**src/rtl/rle_transmitter.sv**
```systemverilog
// rle_transmitter: run-length encodes row-structured elements into packed 32-bit words
// for the IO decoder: two header words, then MSB-first packets, one word per Bus_Ack.
module rle_transmitter #(
  parameter int DATA_WIDTH = 64,
  parameter int MAX_PACKET = 16
) (
  input  logic                  CLK,
  input  logic                  RST_N,
  input  logic                  Start,
  input  logic [5:0]            Packet_Size,
  input  logic [15:0]           Rows_Num,
  input  logic                  Elem_Valid,
  output logic                  Elem_Ready,
  input  logic [DATA_WIDTH-1:0] Elem_Data,
  input  logic                  Elem_Last,
  output logic [31:0]           CPU_Bus,
  output logic                  Bus_Valid,
  input  logic                  Bus_Ack,
  output logic                  Busy,
  output logic                  Done
);
  localparam int CW = MAX_PACKET - 1;
  localparam int BW = $clog2(DATA_WIDTH + 1);
  localparam logic [3:0] IDLE      = 4'd0;
  localparam logic [3:0] HDR0      = 4'd1;
  localparam logic [3:0] HDR1      = 4'd2;
  localparam logic [3:0] LOAD      = 4'd3;
  localparam logic [3:0] ENCODE    = 4'd4;
  localparam logic [3:0] SPLIT     = 4'd5;
  localparam logic [3:0] TERM      = 4'd6;
  localparam logic [3:0] FLUSH     = 4'd7;
  localparam logic [3:0] WAIT_LAST = 4'd8;
  localparam logic [3:0] DONE      = 4'd9;

  logic [3:0]            state;
  logic [5:0]            p_r;
  logic [15:0]           rows_r;
  logic [15:0]           row_cnt;
  logic                  tag;
  logic                  run_val;
  logic [CW-1:0]         run_cnt;
  logic [DATA_WIDTH-1:0] sh;
  logic [BW-1:0]         bits_left;
  logic                  last_r;
  logic [31:0]           asm_word;
  logic [5:0]            asm_pos;

  logic [CW-1:0]         lim;
  logic                  asm_full;
  logic                  out_free;
  logic                  go;
  logic                  move;
  logic                  bit_in;
  logic                  row_end;
  logic                  overflow;
  logic                  emit;
  logic [MAX_PACKET-1:0] pkt;
  logic [5:0]            base_pos;
  logic [5:0]            shift;
  logic [31:0]           asm_next;
  logic [5:0]            pos_next;
  logic                  valid_next;
  logic [31:0]           bus_next;

  always_comb begin
    lim        = CW'((MAX_PACKET'(1) << (p_r - 6'd1)) - MAX_PACKET'(1));
    asm_full   = 7'(asm_pos) + 7'(p_r) > 7'd32;
    out_free   = !Bus_Valid || Bus_Ack;
    go         = !asm_full || out_free;
    move       = ((state == LOAD || state == ENCODE || state == SPLIT || state == TERM) && asm_full && out_free)
                 || (state == FLUSH && out_free);
    bit_in     = sh[DATA_WIDTH-1];
    row_end    = state == ENCODE && bits_left == '0;
    overflow   = state == ENCODE && !row_end && bit_in == run_val && run_cnt == lim;
    emit       = go && ((state == ENCODE && (row_end || bit_in != run_val || overflow))
                        || state == SPLIT || state == TERM);
    // only ENCODE packets carry a length; at overflow run_cnt already equals the limit
    pkt        = (MAX_PACKET'(tag) << (p_r - 6'd1)) | MAX_PACKET'(state == ENCODE ? run_cnt : '0);
    base_pos   = move ? 6'd0 : asm_pos;
    shift      = 6'd32 - base_pos - p_r;
    asm_next   = (move ? 32'd0 : asm_word) | (emit ? 32'(pkt) << shift : 32'd0);
    pos_next   = emit ? base_pos + p_r : base_pos;
    valid_next = move || (state == IDLE && Start) ? 1'b1 : state == HDR0 ? Bus_Valid : Bus_Valid && !Bus_Ack;
    bus_next   = move ? asm_word
               : state == IDLE && Start ? {26'd0, Packet_Size}
               : state == HDR0 && Bus_Valid && Bus_Ack ? {16'd0, rows_r}
               : CPU_Bus;
    Elem_Ready = state == LOAD && go;
    Busy       = state != IDLE && state != DONE;
    Done       = state == DONE;
  end

  always_ff @(posedge CLK or negedge RST_N) begin
    if (!RST_N) begin
      state     <= IDLE;
      p_r       <= '0;
      rows_r    <= '0;
      row_cnt   <= '0;
      tag       <= 1'b0;
      run_val   <= 1'b0;
      run_cnt   <= '0;
      sh        <= '0;
      bits_left <= '0;
      last_r    <= 1'b0;
      asm_word  <= '0;
      asm_pos   <= '0;
      CPU_Bus   <= '0;
      Bus_Valid <= 1'b0;
    end else begin
      asm_word  <= asm_next;
      asm_pos   <= pos_next;
      CPU_Bus   <= bus_next;
      Bus_Valid <= valid_next;
      case (state)
        IDLE: if (Start) begin
          p_r     <= Packet_Size;
          rows_r  <= Rows_Num;
          row_cnt <= '0;
          tag     <= 1'b0;
          run_val <= 1'b0;
          run_cnt <= '0;
          state   <= HDR0;
        end
        HDR0: if (Bus_Valid && Bus_Ack) state <= HDR1;
        HDR1: if (Bus_Valid && Bus_Ack) state <= LOAD;
        LOAD: if (Elem_Valid && Elem_Ready) begin
          sh        <= Elem_Data;
          last_r    <= Elem_Last;
          bits_left <= BW'(DATA_WIDTH);
          state     <= ENCODE;
        end
        ENCODE: if (go) begin
          if (row_end) begin
            tag     <= !tag;
            run_val <= !tag;
            run_cnt <= '0;
            row_cnt <= row_cnt + 16'd1;
            state   <= row_cnt + 16'd1 == rows_r ? TERM : LOAD;
          end else begin
            sh        <= sh << 1;
            bits_left <= bits_left - BW'(1);
            run_val   <= bit_in;
            run_cnt   <= bit_in != run_val || overflow ? CW'(1) : run_cnt + CW'(1);
            // a last-element row stays in ENCODE for one extra cycle to emit the closing run
            state     <= overflow ? SPLIT : bits_left == BW'(1) && !last_r ? LOAD : ENCODE;
          end
        end
        SPLIT: if (go) state <= bits_left == '0 && !last_r ? LOAD : ENCODE;
        TERM: if (go) state <= FLUSH;
        FLUSH: if (out_free) state <= WAIT_LAST;
        WAIT_LAST: if (Bus_Valid && Bus_Ack) state <= DONE;
        DONE: state <= IDLE;
        default: state <= IDLE;
      endcase
    end
  end
endmodule

```
**config.mk**
```make
export PLATFORM = sky130hd
export DESIGN_NAME = rle_transmitter
export DESIGN_NICKNAME = d
export VERILOG_FILES = /design/src/rtl/rle_transmitter.sv
export SDC_FILE = /design/constraint.sdc
export NUM_CORES = 1
export LEC_CHECK = 0
export BUFFER_PORTS_ARGS = -buffer_cell sky130_fd_sc_hd__clkbuf_2
export CORE_UTILIZATION = 30
export DETAILED_ROUTE_END_ITERATION = 16
export PLACE_DENSITY_LB_ADDON = 0.2
export SYNTH_ARGS = -nofsm -noshare
export SYNTH_HDL_FRONTEND = slang
export SYNTH_SLANG_ARGS = --single-unit
```
**constraint.sdc**
```tcl
create_clock -name CLK -period 8.5 [get_ports CLK]
set_input_delay 0.425 -clock CLK [delete_from_list [all_inputs] [get_ports CLK]]
set_output_delay 0.425 -clock CLK [all_outputs]
set_load 0.01 [all_outputs]
```
* Word-level counts from Yosys, hierarchy flattened *
Index checks and enable logic that the tools add are counted.

operators by class
  add/subtract/negate cells = 9
  order comparisons = 1
  equality and inequality tests = 27
  shifts and indexed selects = 3
  muxes and demuxes = 49
  bitwise logic cells = 2
  reduce and logical (&&, ||, !) cells = 49

operators by type and width
  cell                   count
  $mux 64                3
  $mux 32                5
  $pmux 64 s2            1
  $mux 15                5
  $mux 16                3
  $mux 4                 9
  $pmux 4 s9             1
  $or 32x32->32          1
  $pmux 16 s2            1
  $shl 16x6->32          1
  $pmux 15 s2            1
  $mux 7                 3
  $ne 2x2->1 const B     10
  $logic_and 1x1->1      19
  $add 16x1->16 const B  1
  $eq 16x16->1           1
  $eq 4x3->1 const B     4
  $or 16x15->16          1
  $shl 1x6->16           1
  $add 15x1->15 const B  1
  $eq 15x15->1           1
  $mux 3                 5
  $shl 1x6->15 const A   1
  $sub 15x2->15 const B  1
  30 further kinds       60

storage, ports and cells
  register bits after elaboration = 202
  bits of input ports = 92
  output and inout bits = 36
  word-level logic and storage cells = 154

* Logic depth before layout (Yosys ltp) *
Gate-level depths: netlist of run 1.

  depth in word-level cells = 13
  gate-level depth with buffers = 25
  depth with buffers taken out = 24

* Least setup slack after synthesis of run 1 *
No wires, ideal clock.

  kind = register -> register
  start point = reg p_r[1]
  end point = reg asm_word[12]
  library setup time = 121 ps
  arrival time = 4940 ps
  data required time = 8379 ps
  slack = 3439 ps
  cell stages (with the launch flop) = 23
  path buffers = 3
  clock period less this slack = 5061 ps
  cell sequence = dfrtp_1 inv_1 fa_1 nand2b_1 a21oi_1 xor2_1 o22ai_1 and2_1 o21ai_0 nand3_1 buf_4 nand2_1 inv_1 ha_1 inv_1 ha_1 fa_1 clkbuf_1 clkbuf_1 mux2i_1 o22ai_1 mux2_2 a22o_1

between the ends
  cells in the longest elaborated chain, start to end = 12
  elaborated cells between the ends (all ways) = 26
  those cells by class = add/sub (5); order compare (1); eq/ne (1); shift (3); mux (3); bitwise (2); reduce/logical (11)

ends and longest elaborated chain
  what                                                  RTL line  text
  start, declared                                       36        logic [5:0] p_r;
  start signal, assigned                                116       p_r <= Packet_Size;
  branches (longest 11 deep; another with $add 6x6->7)  --
  $or 32x32->32 *                                       81        asm_next = (move ? 32'd0 : asm_word) | (emit ? 32'(pkt) << shift : 32'd0);
  net asm_next[12]                                      60        logic [31:0] asm_next;
  end signal, assigned                                  110       asm_word <= asm_next;
  end, declared                                         45        logic [31:0] asm_word;

Mark *: on every way through the listed nets, which the timed path passes.
A chain may end at the register's enable or synchronous reset.

* Final worst setup path of run 1 *
  start point = reg p_r[0]
  end point = reg asm_word[22]

Same word-level chain as after synthesis.

==> out/metrics.yaml, run 1 <==
detailed_routing:
  drt-wirelength-per-cell_um: 18.9
  length_of_the_first_detailed_routing_pass_in_iterations: 5
  drc: 0
  route.vias.total: 10900
  ant_nets: 0
  route.detailed.vias_per_inst: 5.33
  drtIter0Drc: 831
  wirelength_um: 38500
global_routing:
  grt.overflow.total: 0
  grt-busiest-layer: "met2"
  grt_antenna_before_repair: 0
  met2_usage_pct: 27.5
  number_of_global_route_vias_before_repair: 10700
  grt_start_max_net_pins: 133
  first_pass_grt_wire_length_um: 61700
  gr_layer_usage_met1_pct: 25.6
  grt.met3_usage_pct: 2.68
  total_track_usage_pct: 17.7
timing:
  layout_min_cycle_time_ns: 6.48
  timing.clock.skew_ns: 0.0176
  fin_ws_ns: 2.02
  maxSlewViolCount: 0
  finalSetupTns_ns: 0
  setup_repair_after_global_routing_missed_its_margin: "false"
  max_slew.worst_pin.slew_ns: 1.12
  finalHoldViolCount: 16
  max_freq_mhz: 154
  timing.final.crit_share_pct: 76.2
  maxSlewHeadroom_pct: 25.1
  holdWs_ns: -0.0374
  final_setup_violation_count: 0
layout:
  mostFrequentLayoutCell: "sky130_fd_sc_hd__nand2_1"
  n_antenna_cell: 0
  instances_no_fill: 2042
  post_route_cells_drive_above_1_share_pct: 15.2
  layout_common_cells: "sky130_fd_sc_hd__nand2_1, sky130_fd_sc_hd__dfrtp_1, sky130_fd_sc_hd__clkbuf_2"
  areaGrowthSynthToFinish_pct: 14.4
  nNetsFinal: 1606
  fillers: 4343
floorplanning:
  design.die.area_um2: 43200
  boundaryPins: 128
  fp.coreArea_um2: 41900
  die_y_um: 208
  initial_cell_density_of_the_core_pct: 30.4
  core.rowCount: 75
  floorplan.die.width_um: 208
setup_path:
  timing.critical_path.buf_inv: 5
  worstReg2RegStart: "p_r[0]"
  worst-endpoint-required_ns: 8.88
  start_kind: "register"
  slowest_delay_ns: 1.04
  critical_path.top_delay_family: "adder cells"
  crit_path_frequent_cell: "sky130_fd_sc_hd__inv_1"
  cpMaxStageDelayCell: "sky130_fd_sc_hd__fa_1"
  worstPathCellList: "ha_1, inv_1, fa_1, nand2b_1, a21oi_1, xor2_1, o22ai_1, and2_1, o21ai_0, nand3_1, buf_4, nand2_1, inv_1, ha_1, inv_1, ha_1, fa_1, inv_1, a32oi_1, o22ai_1, a222oi_1, o31ai_1"
  worstPathMaxFanout: 38
  crit_path_start: "p_r[0]"
  criticalPathCategory: "reg2reg"
  arrival_ns: 6.86
  timing.critical_path.to_type: "register"
synth:
  ys.flop_type: "sky130_fd_sc_hd__dfrtp_1"
  postSynthNetCount: 1531
  postSynthCellCount: 1410
  synth_warnings: 0
  syn_area_per_cell_um2: 9.02
  synth_top_cell_area_share_pct: 39.8
  post_synth_edffs: 0
  post_synth_num_cell_types: 93
  synth_seq_area_share_pct: 39.8
  ys_async_sr_fraction_pct: 100
  netlist_top_cells_area: "sky130_fd_sc_hd__dfrtp_1, sky130_fd_sc_hd__mux2i_1, sky130_fd_sc_hd__nand2_1"
  ys_ff_latch: 202
  mappedNetlistArea_um2: 12700
  synth_area_leader_cell: "sky130_fd_sc_hd__dfrtp_1"
pwr:
  vdd_ir_drop_max_mv: 0.191
  static-leakage-power_nw: 6.25
  seq_power_share_pct: 24.5
  p_int_mw: 3.38
  pwr-share-clk_pct: 14.7
  comb_power_share_pct: 60.9
  power.share.switching_pct: 50.3
  p_sw_mw: 3.42
  areal_power_density_over_the_cells_nw_per_um2: 468
place:
  port-buffer-count: 127
  routabilityCongestion: 0.885
  post-place-cells: 1997
  placement.setup.worst_slack_ns: 2.07
  dp.final_hpwl_um: 27400
clock_tree:
  cts_hold_repair.buffers: 0
  clock_tree.htree_level_count: 1
  worstSkewPairLatency_ns: 0.53
  cts_tree: "yes"
  cts_bufs_inserted: 25
  clock_path_buffers: 3
  clk_pin_slew_worst_setup_hold_paths_ns: 0.06
  clk_root_buffer_cell: "sky130_fd_sc_hd__clkbuf_16"
  post_cts_sizing: 0
  postCtsSetupBuffers: 0
  cts_sinks: 202
status:
  run_status: "complete, but fails checks"
  violated_checks: "hold timing"
hold_path:
  worst_hold_path_type: "in2async"
run:
  max_cap_viol_count: 0
[power by group through the flow]
stage / logic [mW] / registers [mW] / clock network (mW)
after floorplan: 3.09 / 1.53 / 0
after global placement: 4.13 / 1.68 / 0
after detailed placement: 4.13 / 1.68 / 0
after CTS: 4.14 / 1.67 / 1.03
after global routing: 4.56 / 1.71 / 1.07
final: 4.14 / 1.66 / 0.997
[Yosys cell counts, types with 7 or more instances]
library cell and number:
sky130_fd_sc_hd__a31oi_1 19, sky130_fd_sc_hd__a21o_1 11, sky130_fd_sc_hd__and3_1 12, sky130_fd_sc_hd__o22ai_1 11
sky130_fd_sc_hd__nor4_1 10, sky130_fd_sc_hd__clkbuf_1 78, sky130_fd_sc_hd__o21ai_0 119, sky130_fd_sc_hd__nand2b_1 8
sky130_fd_sc_hd__a22o_1 49, sky130_fd_sc_hd__mux2_2 11, sky130_fd_sc_hd__a211oi_1 7, sky130_fd_sc_hd__nand2_1 216
sky130_fd_sc_hd__a32oi_1 7, sky130_fd_sc_hd__nor3b_1 7, sky130_fd_sc_hd__a21oi_1 39, sky130_fd_sc_hd__nor2b_1 11
sky130_fd_sc_hd__xnor2_1 36, sky130_fd_sc_hd__o21a_1 9, sky130_fd_sc_hd__nor3_1 28, sky130_fd_sc_hd__nor2_1 84
sky130_fd_sc_hd__nand3_1 43, sky130_fd_sc_hd__a41oi_1 7, sky130_fd_sc_hd__ha_1 26, sky130_fd_sc_hd__xor2_1 21
sky130_fd_sc_hd__a32o_1 9, sky130_fd_sc_hd__o31ai_1 27, sky130_fd_sc_hd__o211ai_1 9, sky130_fd_sc_hd__or3_1 10
sky130_fd_sc_hd__mux2i_1 108, sky130_fd_sc_hd__and2_1 14, sky130_fd_sc_hd__nand4_1 18, sky130_fd_sc_hd__dfrtp_1 202
sky130_fd_sc_hd__inv_1 34
[final timing paths]
path	to	cells after the start	slack, ns
setup / recovery	asm_word[22]	22	2.02
hold / removal	asm_word[29]	1	-0.04
setup reg to reg	asm_word[22]	22	2.02
hold reg to reg	sh[22]	2	0.48
max in group asynchronous	sh[25]	2	6.97
min in group CLK	rows_r[6]	3	0.08
[metrics by stage]
step | hold WS [ns] | utilization (%) | total power [mW] | instance area (um2)
2_1_floorplan | 0.129 | - | 4.62 | 12700
3_3_place_gp | 0.461 | 32.9 | 5.80 | 13800
4_1_cts | 0.0153 | 34.7 | 6.84 | 14500
5_1_grt | 0.0192 | 34.7 | 7.35 | 14500
3_5_place_dp | 0.469 | 32.9 | 5.81 | 13800
6_report | -0.0374 | 34.7 | 6.80 | 14500
[layer usage]
| metal | share of wire [%] | wire, um | up-vias |
|---|---|---|---|
| li1 | - | - | 5293 |
| met1 | 49 | 18900 | 5286 |
| met2 | 45 | 17200 | 264 |
| met3 | 4.3 | 1660 | 44 |
| met4 | 2.1 | 796 | 0 |
| met5 | 0 | 0 | - |
[cells by family after synthesis]
logic type / Yosys count / share of synthesized area, %
compound gates: 383 / 21.2
xor+xnor: 58 / 4.10
fa+ha+maj: 29 / 3.03
buf+inv: 130 / 4.18
flops: 202 / 39.8
mux: 121 / 9.74
simple gates: 487 / 18.0
[area by class of cell]
type                    count  area, um2  share of cell area [%]
repair buffers            143        764                    5.26
flip-flops and latches    202       5050                    34.8
well taps                 539        674                    4.64
inverters                  35        131                   0.903
clock inverters            10       63.8                   0.439
clock buffers              35        693                    4.77
multi-input cells        1078       7160                    49.2
[sequential cells by signal (all words and copies together), names as in the netlist]
name	flops
rows_r	16
last_r	1
asm_word	32
p_r	6
asm_pos	6
run_cnt	15
bits_left	7
run_val	1
tag	1
Bus_Valid	1
CPU_Bus	32
sh	64
row_cnt	16
state	4
Note: power is estimated with default switching activity, not from simulation.
==> inputs of run 2 (changes only) <==
- clock period: 8.5 -> 6.47 ns (I/O delays scaled with it)
==> run 2 against run 1 <==
The run now ends clean. Non-clock buffer count rose by 24. Critical path depth shrank 1. Fmax is 9.5% higher. Largest power group unchanged.
==> out/metrics.yaml, run 2 (synthesis gave the netlist of run 1 again) <==
clock_tree:
  clk_root_buffer_cell: "sky130_fd_sc_hd__clkbuf_16"
  clock_path_buffers: 3  # unchanged
  cts_sinks: 202  # unchanged
  post_cts_sizing: 0  # unchanged
  clk_pin_slew_worst_setup_hold_paths_ns: 0.06  # about the same
  cts_tree: "yes"
  cts_hold_repair.buffers: 15  # +15
  cts_bufs_inserted: 24  # -4.0%
  worstSkewPairLatency_ns: 0.53  # about the same
  postCtsSetupBuffers: 0  # unchanged
  clock_tree.htree_level_count: 1  # unchanged
run:
  max_cap_viol_count: 0  # unchanged
setup_path:
  worstSetupEndpoint: "asm_word[3]"
  worstReg2RegStart: "p_r[1]"
  crit_path_start: "p_r[1]"
  cpMaxStageDelayCell: "sky130_fd_sc_hd__a2111oi_4"
  arrival_ns: 6.38  # -0.48 ns
  worstPathMaxFanout: 15  # -61%
  cp.depth: 21  # -4.5%
  timing.critical_path.to_type: "register"
  criticalPathCategory: "reg2reg"
  start_kind: "register"
  r2r_cells: 21  # -4.5%
  timing.critical_path.buf_inv: 3  # -2
  crit_path_frequent_cell: "sky130_fd_sc_hd__inv_1"
  worstPathCellList: "inv_1, fa_1, nand2b_1, a21oi_1, xor2_1, o22ai_1, and2_1, o21ai_0, nand3_1, nand2_1, inv_1, ha_1, inv_1, ha_1, fa_1, a21o_1, a21oi_1, xnor2_1, xnor2_1, a2111oi_4, a32o_1"
  reg2reg_to: "asm_word[3]"
  critical_path.top_delay_family: "compound AO/OA/AOI/OAI gates"
  rrSetupSlack_ns: 0.55  # -1.47 ns
  slowest_delay_ns: 0.81  # -0.23 ns
  worst-endpoint-required_ns: 6.93  # -1.95 ns
floorplanning:
  fp.coreArea_um2: 41900  # unchanged
  core.rowCount: 75  # unchanged
  design.die.area_um2: 43200  # unchanged
  boundaryPins: 128  # unchanged
  floorplan.die.width_um: 208  # unchanged
  die_y_um: 208  # unchanged
  initial_cell_density_of_the_core_pct: 30.4  # unchanged
global_routing:
  total_track_usage_pct: 17.6  # -0.044 points
  grt.overflow.total: 0  # unchanged
  grt_antenna_before_repair: 0  # unchanged
  first_pass_grt_wire_length_um: 61900  # +0.27%
  number_of_global_route_vias_before_repair: 10800  # +1.7%
  grt_start_max_net_pins: 83  # -38%
detailed_routing:
  drc: 0  # unchanged
  top_layer: "met4"
  drt-wirelength-per-cell_um: 18.5  # -1.7%
  wl_met3_um: 1820  # +9.9%
  length_of_the_first_detailed_routing_pass_in_iterations: 7  # +2
  met2_length_um: 17300  # +0.76%
  route.detailed.vias_per_inst: 5.33  # about the same
  wl_met1_um: 18400  # -2.5%
  ant_nets: 0  # unchanged
  drtIter0Drc: 787  # -5.3%
  route.vias.total: 11000  # +1.0%
  wirelength_um: 38200  # -0.74%
pwr:
  areal_power_density_over_the_cells_nw_per_um2: 611  # +31%
  vdd_ir_drop_max_mv: 0.310  # +62%
  static-leakage-power_nw: 6.38  # +2.1%
timing:
  max_slew.worst_pin.slew_ns: 1.13  # +0.0119 ns
  timing.clock.skew_ns: 0.0224  # +0.00472 ns
  fin_ws_ns: 0.551  # -1.47 ns
  maxSlewViolCount: 0  # unchanged
  setup_repair_after_global_routing_missed_its_margin: "false"
  layout_min_cycle_time_ns: 5.92  # -0.559 ns
  final_setup_violation_count: 0  # unchanged
  maxSlewHeadroom_pct: 24.0  # -1.1 points
  max_freq_mhz: 169  # +9.5%
  finalSetupTns_ns: 0  # unchanged
  finalHoldViolCount: 0  # -16
  timing.final.crit_share_pct: 91.5  # +15 points
place:
  dp.final_hpwl_um: 27800  # +1.4%
  routabilityCongestion: 0.865  # -2.3%
  placement.setup.worst_slack_ns: 0.587  # -1.48 ns
  port-buffer-count: 127  # unchanged
layout:
  post_route_cells_drive_above_1_share_pct: 15.5  # +0.33 points
  largest_register_ffs: 64  # unchanged
  nNetsFinal: 1629  # +1.4%
  mostFrequentLayoutCell: "sky130_fd_sc_hd__nand2_1"
  layout_common_cells: "sky130_fd_sc_hd__nand2_1, sky130_fd_sc_hd__dfrtp_1, sky130_fd_sc_hd__clkbuf_2"
  max_flop_register: "sh"
  areaGrowthSynthToFinish_pct: 16.5
  largest_registers: "sh: 64 flops, CPU_Bus: 32 flops, asm_word: 32 flops"
  n_antenna_cell: 0  # unchanged
status:
  run_status: "completed"
hold_path:
  worst_hold_path_type: "in2reg"
[run 2: per-stage QoR]
| stage | instances | total power, mW | utilization [%] | hold WS [ns] | instance area, um2 |
|---|---|---|---|---|---|
| 3_5_place_dp | 2006 | 7.64 | 33.1 | 0.426 | 13900 |
| 3_3_place_gp | 2006 | 7.63 | 33.1 | 0.423 | 13900 |
| 6_report | 2062 | 9.05 | 35.4 | 0.0233 | 14800 |
| 2_1_floorplan | 1410 | 6.07 | - | 0.0279 | 12700 |
| 5_1_grt | 2062 | 9.77 | 35.4 | 0.0253 | 14800 |
| 4_1_cts | 2062 | 9.08 | 35.4 | 0.00371 | 14800 |
[run 2: worst min path at each step]
stage	start	end	cells after the start
floorplan	RST_N	Bus_Valid	0
global placement	RST_N	CPU_Bus[26]	1
detailed placement	RST_N	CPU_Bus[24]	1
CTS	Rows_Num[8]	rows_r[8]	3
global route	Elem_Data[0]	sh[0]	2
finish	Rows_Num[8]	rows_r[8]	3
[run 2: routing by layer]
| metal | track usage, % | vias up |
|---|---|---|
| met4 | 4.11 | 0 |
| li1 | - | 5338 |
| met1 | 25.1 | 5310 |
| met2 | 28.0 | 302 |
| met3 | 2.77 | 47 |
| met5 | 0 | - |
[run 2: layout make-up]
class / count / area (um2)
Clock buffer: 32 / 682
Clock inverter: 9 / 120
Fill cell: 4306 / 27000
Inverter: 35 / 131
Multi-Input combinational cell: 1078 / 7160
Sequential cell: 202 / 5050
Tap cell: 539 / 674
Timing Repair Buffer: 167 / 982
[run 2: worst min-delay path, cell delays in order]
cell	delay [ns]
sky130_fd_sc_hd__clkbuf_2	0.09
sky130_fd_sc_hd__nand2_1	0.05
sky130_fd_sc_hd__nand2_1	0.05
[run 2: power by group]
part / internal, mW / leakage, nW / switching (mW)
clock network: 0.853 / 0.400 / 0.535
registers: 1.72 / 2.64 / 0.416
logic: 2.00 / 3.34 / 3.53
total: 4.57 / 6.38 / 4.48
==> inputs of run 3 (changes only) <==
- ABC_AREA: default -> 1
==> run 3 against run 2 <==
Global-route usage down 0.59 points. Flip-flop and latch count unchanged. Sequential share of layout area down 0.31 points. Non-clock buffer count down 5. Clock skew up 0.0047 ns. Total power down 2.4%. Via count up 7.7%. Clock power about the same. First-iteration DRC count up 1.8%. Wire length down 4.3%. Die area up 1.3%. Synthesized area up 1.3%. Critical path type unchanged.
==> out/metrics.yaml, run 3 <==
floorplanning:
  die_y_um: 209  # +0.65%
  floorplan.die.width_um: 209  # +0.65%
  design.die.area_um2: 43800  # +1.3%
  core.rowCount: 75  # unchanged
  initial_cell_density_of_the_core_pct: 30.6  # +0.20 points
  boundaryPins: 128  # unchanged
  fp.coreArea_um2: 42100  # +0.67%
synth:
  syn_area_per_cell_um2: 7.23  # -20%
  synth_common_cells: "sky130_fd_sc_hd__nand2_1, sky130_fd_sc_hd__dfrtp_1, sky130_fd_sc_hd__inv_1, sky130_fd_sc_hd__nand3_1, sky130_fd_sc_hd__nor2_1"
  mappedNetlistArea_um2: 12900  # +1.3%
  synth_top_cell_area_share_pct: 39.2  # -0.52 points
  synth_warnings: 0  # unchanged
  ys.flop_type: "sky130_fd_sc_hd__dfrtp_1"
  netlist_top_cells_area: "sky130_fd_sc_hd__dfrtp_1, sky130_fd_sc_hd__nand2_1, sky130_fd_sc_hd__nand3_1"
  post_synth_num_cell_types: 55  # -41%
  synth_most_common_cell: "sky130_fd_sc_hd__nand2_1"
  synth_area_leader_cell: "sky130_fd_sc_hd__dfrtp_1"
  synth_seq_area_share_pct: 39.2  # -0.52 points
  ys_async_sr_fraction_pct: 100  # unchanged
  postSynthCellCount: 1781  # +26%
  postSynthNetCount: 1902  # +24%
  ys_ff_latch: 202  # unchanged
  post_synth_edffs: 0  # unchanged
setup_path:
  cpMaxStageDelayCell: "sky130_fd_sc_hd__nor2_1"
  criticalPathCategory: "reg2reg"
  timing.critical_path.to_type: "register"
  slowest_delay_ns: 0.61  # -0.20 ns
  arrival_ns: 6.13  # -0.25 ns
  worstPathMaxFanout: 34  # +19
  rrSetupSlack_ns: 0.82  # +0.27 ns
  worst-endpoint-required_ns: 6.94  # about the same
  crit_path_frequent_cell: "sky130_fd_sc_hd__nand2_1"
  start_kind: "register"
  timing.critical_path.buf_inv: 6  # +3
  critical_path.top_delay_family: "simple AND/OR/NAND/NOR gates"
layout:
  largest_registers: "sh: 64 flops, CPU_Bus: 32 flops, asm_word: 32 flops"
  mostFrequentLayoutCell: "sky130_fd_sc_hd__nand2_1"
  n_antenna_cell: 0  # unchanged
  stdcell_area_um2: 14900  # +0.92%
  fillers: 4483  # +4.1%
  layout_common_cells: "sky130_fd_sc_hd__nand2_1, sky130_fd_sc_hd__dfrtp_1, sky130_fd_sc_hd__inv_1, sky130_fd_sc_hd__nand3_1, sky130_fd_sc_hd__nor2_1"
  largest_register_ffs: 64  # unchanged
  post_route_cells_drive_above_1_share_pct: 13.5  # -2.0 points
  max_flop_register: "sh"
  nNetsFinal: 2006  # +23%
  areaGrowthSynthToFinish_pct: 16.0
pwr:
  vdd_ir_drop_max_mv: 0.258  # -17%
  areal_power_density_over_the_cells_nw_per_um2: 591  # -3.3%
  static-leakage-power_nw: 7.15  # +12%
timing:
  max_freq_mhz: 177  # +4.7%
  maxSlewViolCount: 0  # unchanged
  setup_repair_after_global_routing_missed_its_margin: "false"
  finalSetupTns_ns: 0  # unchanged
  layout_min_cycle_time_ns: 5.65  # -0.268 ns
  timing.final.crit_share_pct: 87.3  # -4.1 points
  final_setup_violation_count: 0  # unchanged
  finalHoldViolCount: 0  # unchanged
  max_slew.worst_pin.slew_ns: 1.12  # -0.00920 ns
  timing.clock.skew_ns: 0.0270  # +0.00469 ns
  fin_ws_ns: 0.819  # +0.268 ns
  maxSlewHeadroom_pct: 25.0  # +1.0 points
global_routing:
  grt_start_max_net_pins: 96  # +16%
  first_pass_grt_wire_length_um: 61300  # -1.0%
  number_of_global_route_vias_before_repair: 11800  # +8.8%
  grt_antenna_before_repair: 0  # unchanged
  total_track_usage_pct: 17.0  # -0.59 points
  grt.overflow.total: 0  # unchanged
clock_tree:
  cts_sinks: 202  # unchanged
  cts_tree: "yes"
  clk_pin_slew_worst_setup_hold_paths_ns: 0.06  # about the same
  clock_tree.htree_level_count: 1  # unchanged
  worstSkewPairLatency_ns: 0.54  # about the same
  cts_bufs_inserted: 25  # +4.2%
  postCtsSetupBuffers: 0  # unchanged
  clock_path_buffers: 3  # unchanged
  post_cts_sizing: 0  # unchanged
  clk_root_buffer_cell: "sky130_fd_sc_hd__clkbuf_16"
place:
  routabilityCongestion: 0.919  # +6.3%
  port-buffer-count: 127  # unchanged
  placed_area_um2: 14000  # +0.90%
  placement.setup.worst_slack_ns: 0.888  # +0.302 ns
  dp.final_hpwl_um: 26600  # -4.1%
detailed_routing:
  drt-wirelength-per-cell_um: 15.0  # -19%
  route.detailed.vias_per_inst: 4.85  # -9.0%
  drc: 0  # unchanged
  route.vias.total: 11800  # +7.7%
  wirelength_um: 36600  # -4.3%
  ant_nets: 0  # unchanged
  length_of_the_first_detailed_routing_pass_in_iterations: 5  # -2
  drtIter0Drc: 801  # +1.8%
hold_path:
  worst_hold_path_type: "in2reg"
run:
  max_cap_viol_count: 0  # unchanged
status:
  run_status: "completed"
[run 3: changes by cell type in the layout (fill, tap and decap cells not counted), moves of 16 or more]
cell and change:
sky130_fd_sc_hd__nand2_1 +290, sky130_fd_sc_hd__inv_1 +150, sky130_fd_sc_hd__nand3_1 +141, sky130_fd_sc_hd__mux2i_1 -108, sky130_fd_sc_hd__nor2_1 +59, sky130_fd_sc_hd__o211ai_1 +59, sky130_fd_sc_hd__a22o_1 -49, sky130_fd_sc_hd__xnor2_1 -27
sky130_fd_sc_hd__o31ai_1 -26, sky130_fd_sc_hd__nand4_1 +21, sky130_fd_sc_hd__xor2_1 +18, sky130_fd_sc_hd__a21oi_1 -16
[run 3: tightest hold or removal path, cell delays in order]
cell	delay (ns)
sky130_fd_sc_hd__clkbuf_2	0.08
sky130_fd_sc_hd__nand2_1	0.04
sky130_fd_sc_hd__o21ai_0	0.06
[run 3: final timing paths]
| check | end | from | cells after the start |
|---|---|---|---|
| setup / recovery | asm_word[16] | p_r[0] | 27 |
| setup reg to reg | asm_word[16] | p_r[0] | 27 |
| hold reg to reg | asm_word[26] | asm_word[26] | 2 |
| max in group asynchronous | sh[57] | RST_N | 3 |
| hold / removal | sh[0] | Elem_Data[0] | 3 |
| min in group asynchronous | sh[35] | RST_N | 2 |
[run 3: where the power goes]
group / total [mW] / switching [mW] / internal [mW]
sequential: 2.00 / 0.278 / 1.72
combinational: 5.48 / 3.83 / 1.65
clock: 1.36 / 0.554 / 0.802
[run 3: cells by family after synthesis]
logic type | share of synthesized area (%)
AOI/OAI and AO/OA | 11.9
xor gates and xnor gates | 3.45
adders and majority gates | 2.99
buffers and inverters | 8.71
DFF | 39.2
muxes | 0.262
and+or+nand+nor | 33.5
[run 3: final cells by class]
| type | instances | area (um2) | share of cell area, % |
|---|---|---|---|
| inverter | 200 | 751 | 5.02 |
| tap | 539 | 674 | 4.51 |
| clock buffer | 39 | 718 | 4.81 |
| timing repair buffer | 162 | 952 | 6.37 |
| sequential | 202 | 5050 | 33.8 |
| clock inverter | 6 | 65.1 | 0.435 |
| multi-input combinational | 1294 | 6730 | 45.0 |
[run 3: metrics by stage]
stage | cells | power [mW] | utilization (%) | hold slack (ns)
after global placement | 2379 | 7.48 | 33.2 | 0.460
after detailed placement | 2379 | 7.48 | 33.2 | 0.452
final | 2442 | 8.83 | 35.5 | 0.0199
after floorplan | 1781 | 6.14 | - | 0.0279
after global routing | 2442 | 9.73 | 35.5 | 0.0413
after CTS | 2442 | 8.89 | 35.5 | 0.00237
[run 3: layer usage]
layer | wire [um] | vias to the layer above | GRT usage [%]
met2 | 17300 | 182 | 29.0
met4 | 499 | 0 | 3.58
met3 | 1260 | 32 | 2.00
li1 | - | 6046 | -
met1 | 17500 | 5587 | 23.2
met5 | 0 | - | 0
[run 3: repair_timing]
action	in CTS	in global routing
setup endpoints to repair	0	0
hold buffers	18	0
hold endpoints to repair	110	0
